--- src/rtl/aes_pkg.sv ---
// Shared AES types and helpers for the key-schedule sequencer and its rcon generator.
// Holds: byte/key typedefs, round count, sequencer state encoding, GF(2^8) xtime.
// No ports; imported by aes_rcon_gen and aes_key_sched_ctrl.
package aes_pkg;

  typedef logic [7:0]   ByteType;
  typedef logic [127:0] key_128;

  // Expansion rounds for AES-128.
  localparam int AES128_NR = 10;

  typedef enum logic [2:0] {
    KSC_IDLE,
    KSC_LOAD,
    KSC_OUT,
    KSC_SUB,
    KSC_STEP
  } ksc_state_t;

  // Multiply by x in GF(2^8) with the AES reduction polynomial.
  function automatic ByteType xtime(input ByteType b);
    return {b[6:0], 1'b0} ^ (b[7] ? 8'h1B : 8'h00);
  endfunction

endpackage

--- src/rtl/aes_rcon_gen.sv ---
// Round-constant register: init loads 0x01, step advances by xtime, otherwise holds.
// Latency: new value visible the cycle after init/step. No backpressure.
// Ports: clk, nrst (async active-high), init, step, rcon (current constant).
module aes_rcon_gen
  import aes_pkg::*;
(
  input  logic       clk,
  input  logic       nrst,
  input  logic       init,
  input  logic       step,
  output logic [7:0] rcon
);

  ByteType rcon_q, rcon_d;

  always_comb begin
    rcon_d = rcon_q;
    if (init) begin
      rcon_d = 8'h01;
    end else if (step) begin
      rcon_d = xtime(rcon_q);
    end
  end

  always_ff @(posedge clk or posedge nrst) begin
    if (nrst) begin
      rcon_q <= 8'h01;
    end else begin
      rcon_q <= rcon_d;
    end
  end

  assign rcon = rcon_q;

endmodule

--- src/rtl/aes_key_sched_ctrl.sv ---
// AES-128 key-schedule sequencer: loads the key into aes_key_gen, steps rounds 1..NR with
// rcon and S-box wait, and hands each round key out over rk_valid/rk_ready.
// Latency: idx 0 valid 2 cycles after start, then one key per SBOX_LAT+2 cycles.
// Backpressure: rk_ready low holds the FSM in OUT with rk_idx/rk_o stable.
// Ports: start/abort/key_i control in; kg_* drive aes_key_gen; rk_* round-key handshake;
// busy/done status. Optional reverse-order mode under macro AES_KSC_DEC_EN (adds dec).
module aes_key_sched_ctrl
  import aes_pkg::*;
#(
  parameter int SBOX_LAT = 1,
  parameter int NR       = AES128_NR
) (
  input  logic         clk,
  input  logic         nrst,
  input  logic         start,
  input  logic         abort,
`ifdef AES_KSC_DEC_EN
  input  logic         dec,
`endif
  input  logic [127:0] key_i,
  input  logic [127:0] kg_key_o,
  output logic         kg_en,
  output logic         kg_gen_key,
  output logic         kg_next_rnd,
  output logic [7:0]   kg_rcon,
  output logic [127:0] kg_key_i,
  output logic         rk_valid,
  input  logic         rk_ready,
  output logic [3:0]   rk_idx,
  output logic [127:0] rk_o,
  output logic         busy,
  output logic         done
);

  ksc_state_t   state_q, state_d;
  logic [3:0]   round_q, round_d;
  logic [1:0]   cnt_q, cnt_d;
  key_128       key_q, key_d;
  logic         dec_q, dec_d;
  logic         rev_q, rev_d;     // presenting stored keys NR..0
  logic         busy_q, busy_d;
  logic         gen_key_q, gen_key_d;
  logic         next_rnd_q, next_rnd_d;
  ByteType      rcon_out_q, rcon_out_d;
  logic         rk_valid_q, rk_valid_d;
  logic [3:0]   rk_idx_q, rk_idx_d;
  logic         done_q, done_d;

  logic         rcon_init;
  logic         rcon_step;
  ByteType      rcon;
  logic         dec_in;
  key_128       rk_sel_dat;

  aes_rcon_gen u_rcon (
    .clk  (clk),
    .nrst (nrst),
    .init (rcon_init),
    .step (rcon_step),
    .rcon (rcon)
  );

  // rcon is consumed during STEP and advances on the edge that leaves it.
  assign rcon_step = (state_q == KSC_STEP);

`ifdef AES_KSC_DEC_EN
  logic   buf_we;
  key_128 rk_buf_q [NR+1];

  assign dec_in = dec;
  // During reverse-mode expansion every OUT cycle stores the generator output.
  assign buf_we = (state_q == KSC_OUT) && dec_q && !rev_q;

  always_ff @(posedge clk) begin
    if (buf_we) begin
      rk_buf_q[round_q] <= kg_key_o;
    end
  end

  assign rk_sel_dat = rev_q ? rk_buf_q[round_q] : kg_key_o;
`else
  assign dec_in     = 1'b0;
  assign rk_sel_dat = kg_key_o;
`endif

  always_comb begin
    state_d   = state_q;
    round_d   = round_q;
    cnt_d     = cnt_q;
    key_d     = key_q;
    dec_d     = dec_q;
    rev_d     = rev_q;
    done_d    = 1'b0;
    rcon_init = 1'b0;

    unique case (state_q)
      KSC_IDLE: begin
        if (start && !abort) begin
          state_d   = KSC_LOAD;
          key_d     = key_i;
          round_d   = 4'd0;
          dec_d     = dec_in;
          rev_d     = 1'b0;
          rcon_init = 1'b1;
        end
      end
      KSC_LOAD: state_d = KSC_OUT;
      KSC_OUT: begin
        if (dec_q && !rev_q) begin
          // Storing pass: one cycle per round, no handshake.
          if (round_q == 4'(NR)) begin
            rev_d = 1'b1;
          end else begin
            state_d = KSC_SUB;
            cnt_d   = 2'(SBOX_LAT - 1);
          end
        end else if (rk_ready) begin
          if (rev_q) begin
            if (round_q == 4'd0) begin
              state_d = KSC_IDLE;
              done_d  = 1'b1;
            end else begin
              round_d = round_q - 4'd1;
            end
          end else if (round_q == 4'(NR)) begin
            state_d = KSC_IDLE;
            done_d  = 1'b1;
          end else begin
            state_d = KSC_SUB;
            cnt_d   = 2'(SBOX_LAT - 1);
          end
        end
      end
      KSC_SUB: begin
        if (cnt_q == 2'd0) begin
          state_d = KSC_STEP;
        end else begin
          cnt_d = cnt_q - 2'd1;
        end
      end
      KSC_STEP: begin
        state_d = KSC_OUT;
        round_d = round_q + 4'd1;
      end
      default: state_d = KSC_IDLE;
    endcase

    // abort beats any handshake in the same cycle and suppresses done.
    if (abort && (state_q != KSC_IDLE)) begin
      state_d = KSC_IDLE;
      done_d  = 1'b0;
    end

    // Outputs are registered alongside the state they belong to.
    busy_d     = (state_d != KSC_IDLE);
    gen_key_d  = (state_d == KSC_LOAD);
    next_rnd_d = (state_d == KSC_STEP);
    rcon_out_d = (state_d == KSC_STEP) ? rcon : 8'h00;
    rk_valid_d = (state_d == KSC_OUT) && (!dec_d || rev_d);
    rk_idx_d   = rk_valid_d ? round_d : 4'd0;
  end

  always_ff @(posedge clk or posedge nrst) begin
    if (nrst) begin
      state_q    <= KSC_IDLE;
      round_q    <= 4'd0;
      cnt_q      <= 2'd0;
      key_q      <= '0;
      dec_q      <= 1'b0;
      rev_q      <= 1'b0;
      busy_q     <= 1'b0;
      gen_key_q  <= 1'b0;
      next_rnd_q <= 1'b0;
      rcon_out_q <= 8'h00;
      rk_valid_q <= 1'b0;
      rk_idx_q   <= 4'd0;
      done_q     <= 1'b0;
    end else begin
      state_q    <= state_d;
      round_q    <= round_d;
      cnt_q      <= cnt_d;
      key_q      <= key_d;
      dec_q      <= dec_d;
      rev_q      <= rev_d;
      busy_q     <= busy_d;
      gen_key_q  <= gen_key_d;
      next_rnd_q <= next_rnd_d;
      rcon_out_q <= rcon_out_d;
      rk_valid_q <= rk_valid_d;
      rk_idx_q   <= rk_idx_d;
      done_q     <= done_d;
    end
  end

  assign kg_en       = busy_q;
  assign busy        = busy_q;
  assign kg_gen_key  = gen_key_q;
  assign kg_next_rnd = next_rnd_q;
  assign kg_rcon     = rcon_out_q;
  assign kg_key_i    = key_q;
  assign rk_valid    = rk_valid_q;
  assign rk_idx      = rk_idx_q;
  assign rk_o        = rk_valid_q ? rk_sel_dat : '0;
  assign done        = done_q;

endmodule
--- config.mk ---
export PLATFORM = sky130hd
export DESIGN_NAME = aes_key_sched_ctrl
export DESIGN_NICKNAME = d
export VERILOG_FILES = /design/src/rtl/aes_pkg.sv /design/src/rtl/aes_rcon_gen.sv /design/src/rtl/aes_key_sched_ctrl.sv
export SDC_FILE = /design/constraint.sdc
export NUM_CORES = 1
export LEC_CHECK = 0
export CAP_MARGIN = 20
export CORE_AREA = 3 3 205 207
export CTS_CLUSTER_DIAMETER = 50
export DETAILED_ROUTE_END_ITERATION = 12
export DIE_AREA = 0 0 208 210
export PLACE_DENSITY = 0.57
export SYNTH_ARGS = -nofsm -noshare
export SYNTH_HDL_FRONTEND = slang
export SYNTH_HIERARCHICAL = 1
export SYNTH_SLANG_ARGS = --single-unit
export TNS_END_PERCENT = 30
--- constraint.sdc ---
create_clock -name clk -period 6.7 [get_ports clk]
set_clock_uncertainty 0.05 [all_clocks]
set_input_delay 1.34 -clock clk [delete_from_list [all_inputs] [get_ports clk]]
set_output_delay 1.34 -clock clk [all_outputs]
set_load 0.05 [all_outputs]
==> flow_summary.ini <==
[run_status]
outcome = completed

[yosys]
synthCells = 852
synth_most_common_cell = nand2_1
synth_top_area_frac = 0.553
synth_edf_count = 0
syn_nets = 1117
synth_warnings = 6
syn_area_per_cell_um2 = 8.66
synth_common_cells = nand2_1, dfrtp_1, and2_1, clkbuf_1, nor2_1
yosys-top-cells-area = dfrtp_1, nand2_1, and2_1, clkbuf_1, nor2_1
syn_area_um2 = 7370
synthArstFlopShare = 1.00
ys.flop_type = dfrtp_1
yosysTopAreaCell = dfrtp_1
yosysUniqueCellTypes = 50
synth-seq-area-share = 0.557
ys_seq_elements = 164

[clock_tree]
cts_resized = 0
cts.clk_slew.worst_paths_ps = 60
clockBufferDepth = 2
cts-buffers-inserted = 17
ctsHoldBuffers = 0
insertion_delay_ps = 450
ctsRootBufferMaster = clkbuf_16
cts_max_level = 4
clock-sinks = 164
cts_tree = done
post_cts_buffers = 0

[power]
sw_frac_of_total = 0.503
power_density_nw_per_um2 = 474
fin_total_pwr_mw = 6.58
p_seq_frac = 0.259
clockPowerShare = 0.164
leakage_nw = 6.19
combPwrFrac = 0.577
internal_power_mw = 3.27
ir_drop_mv = 0.295
p_sw_mw = 3.31

[drt]
ant_nets = 0
postRouteWirelength_um = 35300
drtIter0Drc = 281
drt-pass1-iter-count = 4
avgViaCountPerCell = 4.01
drc_errors = 0
wl_per_cell_um = 18.5
vias = 7635

[die]
die-area_um2 = 43700
start_util = 0.182
die_y_um = 210
num_rows = 74
chipWidth_um = 208
ios = 535
coreArea_um2 = 40600

[global_route]
grt.total_usage = 0.158
first_global_vias = 7980
grt_start_max_net_pins = 130
grt_overflow = 0
antenna_found_initial = 3
grt_pass1_wl_um = 52200

[placement]
dp_hpwl_um = 26900
place_congestion = 0.866
port_buffers = 534

[setup_path]
worstPathArrival_ps = 2930
critPathKind = input port to output pin
worstSetupEndpointType = output pin
start_kind = input port
required_ps = 5310
crit_fanout = 1

[timing]
tns_ps = 0
whs_ps = 425
period_share = 0.644
drv_slew = 0
finalHoldViolCount = 0
max_freq_mhz = 232
grt_setup_unrepaired = no
slew_headroom = 0.354
worst_slew_pin_slew_ps = 970
period_needed_ps = 4320
setup_viol = 0

[cells_and_area]
final_util = 0.342
area_growth_pct = 88.3
fill_cells = 4194
diodes = 0
nets = 1626
drive_gt1_frac = 0.0378

[worst_hold_path]
hp-class = flop to flop

[run]
cap_violations = 0
-- layer usage --
| metal | global-route usage | wire length, um | vias up |
|---|---|---|---|
| met3 | 0.0592 | 2680 | 27 |
| met4 | 0.0370 | 428 | 6 |
| met5 | 0 | 45 | - |
| li1 | - | - | 3636 |
| met2 | 0.272 | 17500 | 320 |
| met1 | 0.188 | 14600 | 3646 |
-- per-stage QoR --
stage / area [um2] / cells / setup slack (ps)
6_report: 13900 / 1906 / 2380
5_1_grt: 13900 / 1906 / 2340
4_1_cts: 13900 / 1906 / 2330
3_5_place_dp: 13300 / 1874 / 2300
3_3_place_gp: 13300 / 1874 / 2330
2_1_floorplan: 7370 / 852 / 1100
-- final timing paths --
| check | slack [ps] | to | start | depth (start not counted) |
|---|---|---|---|---|
| max | 2380 | rk_o[97] | kg_key_o[97] | 3 |
| min | 420 | kg_key_i[70] | kg_key_i[70] | 2 |
| max reg2reg | 3570 | kg_key_i[8] | state_q[2] | 6 |
| min reg2reg | 420 | kg_key_i[70] | kg_key_i[70] | 2 |
| max in group asynchronous | 4270 | kg_key_i[56] | nrst | 3 |
| min in group asynchronous | 1230 | u_rcon/rcon[6] | nrst | 2 |
-- flip-flops by register name (all words and copies together) (netlist names), 2 cells and up --
name,flops
kg_rcon,8
u_rcon/rcon,8
kg_key_i,128
state_q,3
rk_idx,4
cnt_q,2
round_q,4
-- cells by family after synthesis --
family | count (synthesis) | synth area share
AO/OA/AOI/OAI | 33 | 0.0319
flip-flops | 164 | 0.557
AND/OR/NAND/NOR | 578 | 0.355
buffers and inverters | 63 | 0.0366
multiplexers | 6 | 0.00831
XOR/XNOR | 4 | 0.00475
adder cells (fa/ha/maj) | 4 | 0.00679
-- layout make-up --
cell class | instances | area, um2 | area share
timing repair buffer | 540 | 5420 | 0.390
sequential | 164 | 4110 | 0.296
multi-input combinational | 625 | 3010 | 0.217
tap | 532 | 666 | 0.0479
clock buffer | 19 | 433 | 0.0312
clock inverter | 13 | 199 | 0.0143
inverter | 13 | 56.3 | 0.00405
-- critical path, cell delays in order --
cell,delay (ps)
clkdlybuf4s50_1,540
and2_1,150
clkdlybuf4s50_1,880
-- power groups by stage --
stage                     sequential, mW  clock (mW)  combinational (mW)
after CTS                           1.71        1.12                3.85
after global placement              1.70           0                3.83
final                               1.70        1.08                3.80
after detailed placement            1.71           0                3.83
after floorplan                     2.95           0                1.13
after global routing                1.77        1.16                4.00
-- cells in the final DEF, fill, tap and decap left out, types with 3 or more instances in the layout --
cell type / synthesis / layout
a211oi_1: 4 / 4
a21oi_1: 6 / 6
and2_1: 137 / 137
buf_4: 3 / 4
bufinv_16: 0 / 4
clkbuf_16: 0 / 17
clkdlybuf4s50_1: 0 / 534
clkinv_4: 0 / 4
dfrtp_1: 163 / 162
ha_1: 4 / 4
inv_1: 13 / 11
inv_6: 0 / 3
mux2i_1: 5 / 5
nand2_1: 391 / 391
nand2b_1: 3 / 3
nand3_1: 5 / 4
nor2_1: 17 / 17
nor2b_1: 4 / 4
o21ai_0: 7 / 7
xnor2_1: 4 / 4
Power figures use the tool's default switching activity.
